`src/rtl/aes_spi_master.sv`:
```
// aes_spi_master: SPI mode-0 master that streams {data, key} to the AES SPI
// slave, waits a turnaround gap, then clocks the 128-bit result back in.
module aes_spi_master #(
  parameter int CLK_DIV     = 2,
  parameter int TURN_CYCLES = 2
) (
  input  logic         clk,
  input  logic         rst,
  input  logic         start,
  input  logic [127:0] data_in,
  input  logic [255:0] key_in,
  output logic         busy,
  output logic         done,
  output logic [127:0] result,
  output logic         sclk,
  output logic         cs_n,
  output logic         mosi,
  input  logic         miso
);

  typedef enum logic [2:0] {
    IDLE,
    TX,
    TURN,
    RX,
    HOLD
  } state_t;

  localparam int HW = (CLK_DIV > 1) ? $clog2(CLK_DIV) : 1;
  localparam logic [HW-1:0] HALF_LAST = HW'(CLK_DIV - 1);
  localparam logic [8:0] TX_LAST   = 9'd383;
  localparam logic [8:0] RX_LAST   = 9'd127;
  localparam logic [8:0] TURN_LAST = 9'(TURN_CYCLES - 1);

  state_t        state;
  logic [HW-1:0] half_cnt;
  logic [8:0]    bit_cnt;
  // Bit 127 of data_in goes straight into mosi on accept, so the shift
  // register only has to hold the remaining 383 bits.
  logic [382:0]  tx_sr;
  logic [127:0]  rx_sr;
  logic          wrap;
  logic          rise;
  logic          fall;

  assign wrap = (half_cnt == HALF_LAST);
  assign rise = wrap && !sclk;
  assign fall = wrap && sclk;

  // Frame sequencer: half-period timing, serialisation, capture and handshake.
  always_ff @(posedge clk or posedge rst) begin
    if (rst) begin
      state    <= IDLE;
      half_cnt <= '0;
      bit_cnt  <= '0;
      tx_sr    <= '0;
      rx_sr    <= '0;
      busy     <= 1'b0;
      done     <= 1'b0;
      result   <= '0;
      sclk     <= 1'b0;
      cs_n     <= 1'b1;
      mosi     <= 1'b0;
    end else begin
      done <= 1'b0;
      case (state)
        IDLE: begin
          if (start) begin
            tx_sr    <= {data_in[126:0], key_in};
            mosi     <= data_in[127];
            cs_n     <= 1'b0;
            busy     <= 1'b1;
            sclk     <= 1'b0;
            half_cnt <= '0;
            bit_cnt  <= '0;
            state    <= TX;
          end
        end

        TX, TURN, RX: begin
          half_cnt <= wrap ? '0 : half_cnt + 1'b1;
          if (wrap) begin
            sclk <= ~sclk;
          end
          if (rise && state == RX) begin
            rx_sr <= {rx_sr[126:0], miso};
          end
          if (fall) begin
            case (state)
              TX: begin
                tx_sr <= {tx_sr[381:0], 1'b0};
                if (bit_cnt == TX_LAST) begin
                  bit_cnt <= '0;
                  mosi    <= 1'b0;
                  state   <= (TURN_CYCLES == 0) ? RX : TURN;
                end else begin
                  bit_cnt <= bit_cnt + 9'd1;
                  mosi    <= tx_sr[382];
                end
              end
              TURN: begin
                if (bit_cnt == TURN_LAST) begin
                  bit_cnt <= '0;
                  state   <= RX;
                end else begin
                  bit_cnt <= bit_cnt + 9'd1;
                end
              end
              default: begin
                if (bit_cnt == RX_LAST) begin
                  bit_cnt <= '0;
                  state   <= HOLD;
                end else begin
                  bit_cnt <= bit_cnt + 9'd1;
                end
              end
            endcase
          end
        end

        HOLD: begin
          if (wrap) begin
            half_cnt <= '0;
            cs_n     <= 1'b1;
            busy     <= 1'b0;
            done     <= 1'b1;
            result   <= rx_sr;
            state    <= IDLE;
          end else begin
            half_cnt <= half_cnt + 1'b1;
          end
        end

        default: begin
          state <= IDLE;
        end
      endcase
    end
  end

endmodule

```
`config.mk`:
```
export PLATFORM = sky130hd
export DESIGN_NAME = aes_spi_master
export DESIGN_NICKNAME = d
export VERILOG_FILES = /design/src/rtl/aes_spi_master.sv
export SDC_FILE = /design/constraint.sdc
export NUM_CORES = 2
export LEC_CHECK = 0
export BUFFER_PORTS_ARGS = -buffer_cell sky130_fd_sc_hd__buf_2
export CORE_MARGIN = 2
export CORE_UTILIZATION = 45
export DETAILED_ROUTE_END_ITERATION = 8
export PLACE_DENSITY = 0.67
export REMOVE_ABC_BUFFERS = 1
export SKIP_CTS_REPAIR_TIMING = 1
export SLEW_MARGIN = 20
export SYNTH_ARGS = -nofsm -noshare
export SYNTH_HDL_FRONTEND = slang
export SYNTH_SLANG_ARGS = --single-unit
```
`constraint.sdc`:
```
create_clock -name clk -period 22.3 [get_ports clk]
set_input_delay 1.115 -clock clk [delete_from_list [all_inputs] [get_ports clk]]
set_output_delay 1.115 -clock clk [all_outputs]
set_load 0.03 [all_outputs]
```
==> results.yml <==
setup_path:
  cell_type_with_the_highest_occurrence_count_on_the_critical_path: "buf_12"
  cp_num_buf_inv: 4
  worst_path_largest_cell_delay_ns: 0.83
  critPathLaunchType: "flop"
  setup.worst_path.class: "reg2reg"
  cp_delay_by_family_top: "buffers and inverters"
  cp-end-kind: "flop"
  worstPathCellList: "nand3_1 -> a211oi_4 -> buf_12 -> buf_4 -> buf_12 -> buf_16 -> nor2_1 -> a31oi_1"
  critPathRequiredTime_ns: 22.80
  worst_ep_arrival_time_ns: 4.70
  critical_path_peak_fanout: 264
  crit_path_top_delay_cell: "buf_4"
cells_and_area:
  utilization_pct: 54.3
  area_growth_syn_to_layout_pct: 19.0
  layout.nets: 3547
  highest_count_cells_in_the_layout_ignoring_fill_and_taps: "nand2_1 (785), dfrtp_1 (656), buf_2 (520)"
  post-route-cell-area_um2: 32800
  layout-drive-gt1-share_pct: 28.3
  layout.cells.most_common: "nand2_1"
yosys:
  synth_warnings: 0
  postSynth.topFlopCell: "dfrtp_1"
  ys_seq_area_share_pct: 59.6
  synth_cell_type_count: 44
  syn-mean-instance-area_um2: 10.0
  synth_enable_flop_cells: 0
  syn-instance-count: 2746
  postSynthRegisterBits: 657
  mappedNetlistArea_um2: 27600
  async_reset_ff_share_pct: 100
global_routing:
  grt_antenna_before_repair: 38
  track_usage_pct: 21.7
  global_route_wire_length_before_repair_mm: 111
  global_route.overflow_total: 0
  via_count_of_the_first_global_routing_pass: 21200
  grt_max_degree: 284
timing:
  final-hold-violation-count: 0
  worst-slew-pin-transition_ns: 1.12
  timing.final.crit_share_pct: 18.8
  timing.max_slew.rel_slack_pct: 25.5
  finalCriticalPeriod_ns: 4.20
  worst_slack_ns: 18.10
  timing.fmax_mhz: 238
  rsz0062_at_grt: "false"
  slew_viol_final: 0
  report.final.setup_viol: 0
  fin_skew_ns: 0.0210
placed_design:
  placedInstanceArea_um2: 30400
  port-buffer-count: 520
  dp_hpwl_mm: 46.6
  place_ws_ns: 17.64
  routabilityCongestion: 0.850
power_and_ir_drop:
  power_density_nw_per_um2: 73.8
  ir_drop_v: 0.0000474
  power.switching_fraction_pct: 20.9
  cell_leakage_power_nw: 16.5
  share_comb_of_total_power_pct: 2.6
  p_sw_mw: 0.505
  cell_internal_pwr_mw: 1.92
  seqPwrFrac_pct: 49.2
  p_clk_share_pct: 48.2
cts:
  clockBufferDepth: 3
  clockRootBuffer: "clkbuf_16"
  clock_insertion_delay_worst_skew_ns: 0.60
  clock_input_transition_at_the_sequential_cells_of_the_worst_setup_and_hold_paths_ns: 0.06
  numCtsBuffers: 69
  cts_tree: "yes"
  cts_sinks: 657
  cts.htree.levels: 3
route:
  post_detailed_route_count_of_antenna_violating_nets: 0
  drtPass1Iterations: 7
  route.detailed.drc: 0
  dr_total_vias: 21300
  wl_per_cell_um: 17.2
  drt_iter0_drc: 1673
  finalWirelength_mm: 69.1
  via_per_instance_ratio: 5.30
flow_run:
  drv_cap: 0
die:
  die_height_um: 252
  die_area_um2: 63300
  die_width_um: 252
  initial_utilization_pct: 45.6
  rows: 90
  placeableCoreArea_um2: 60500
  pin_count: 521
outcome:
  outcome: "finished clean"
hold_path:
  hold_class: "reg2reg"
state kept, by name, summed over array words and instances (netlist names), 3 cells and up:
register  cells
rx_sr       128
result      128
state         3
tx_sr       383
bit_cnt       9
power groups by stage:
| stage | clock (mW) | sequential [mW] | combinational (mW) |
|---|---|---|---|
| 2_1_floorplan | 0 | 1.22 | 0.0180 |
| 3_3_place_gp | 0 | 1.21 | 0.0638 |
| 3_5_place_dp | 0 | 1.21 | 0.0647 |
| 4_1_cts | 1.19 | 1.19 | 0.0650 |
| 5_1_grt | 1.25 | 1.19 | 0.0714 |
| 6_report | 1.17 | 1.19 | 0.0634 |
cells in the mapped netlist, types with 3 or more instances:
cell / number / share of area, %
inv_1: 3 / 0.041
nor3_1: 3 / 0.054
buf_4: 16 / 0.44
a31oi_1: 383 / 8.7
nor2_1: 394 / 5.4
nand3_1: 12 / 0.22
dfrtp_1: 656 / 59
buf_2: 136 / 2.5
buf_1: 6 / 0.082
clkbuf_1: 44 / 0.60
o21ai_0: 11 / 0.20
mux2_1: 9 / 0.37
nand2_1: 785 / 11
a21oi_1: 4 / 0.073
mux2_2: 248 / 10
o311ai_1: 3 / 0.095
metal layers:
metal / wire (um) / vias to the layer above / GRT usage (%)
li1: - / 10100 / -
met1: 30100 / 10400 / 28.9
met2: 32100 / 588 / 34.1
met3: 4920 / 140 / 6.47
met4: 1700 / 42 / 7.16
met5: 292 / - / 0
area by class of cell:
cell class	instances	area [um2]
diodes	22	55.1
clock buffers	107	2080
clock inverters	14	225
fillers	5407	27600
inverters	4	22.5
multi-input cells	1882	10200
flip-flops and latches	657	16400
well taps	782	978
repair buffers	543	2850
final timing paths:
kind	startpoint	end	slack, ns	cells past startpoint
setup / recovery	half_cnt	tx_sr[134]	18.10	8
hold / removal	tx_sr[0]	tx_sr[0]	0.50	2
setup reg to reg	half_cnt	tx_sr[134]	18.10	8
hold reg to reg	tx_sr[0]	tx_sr[0]	0.50	2
max in group asynchronous	rst	tx_sr[80]	18.61	6
min in group asynchronous	rst	rx_sr[126]	0.70	2
worst reg2reg max path, stage by stage, from the launching register on:
cell and delay [ns]:
dfrtp_1 0.53, nand3_1 0.26, a211oi_4 0.29, buf_12 0.74, buf_4 0.92, buf_12 0.37
buf_16 0.56, nor2_1 0.24, a31oi_1 0.18
cell families (layout without fill, tap and decap cells):
kind of cell	Yosys count	in the layout	synth area share, %
AND/OR/NAND/NOR	1208	1208	16.7
flip-flops	657	657	59.6
AO/OA/AOI/OAI	413	413	9.44
multiplexers	259	259	10.6
buffers and inverters	207	668	3.65
adder cells (fa/ha/maj)	2	2	0.0907
other	0	22	0
through the flow:
step	hold slack [ns]	instances	setup TNS (ns)	power (mW)
after floorplan	0.437	2543	-7984.42	1.23
after global placement	0.457	3866	0	1.28
after detailed placement	0.484	3866	0	1.28
after CTS	0.498	3987	0	2.45
after global routing	0.516	3999	0	2.51
final	0.498	4011	0	2.42
No activity file was read; power rests on OpenSTA's default activity.
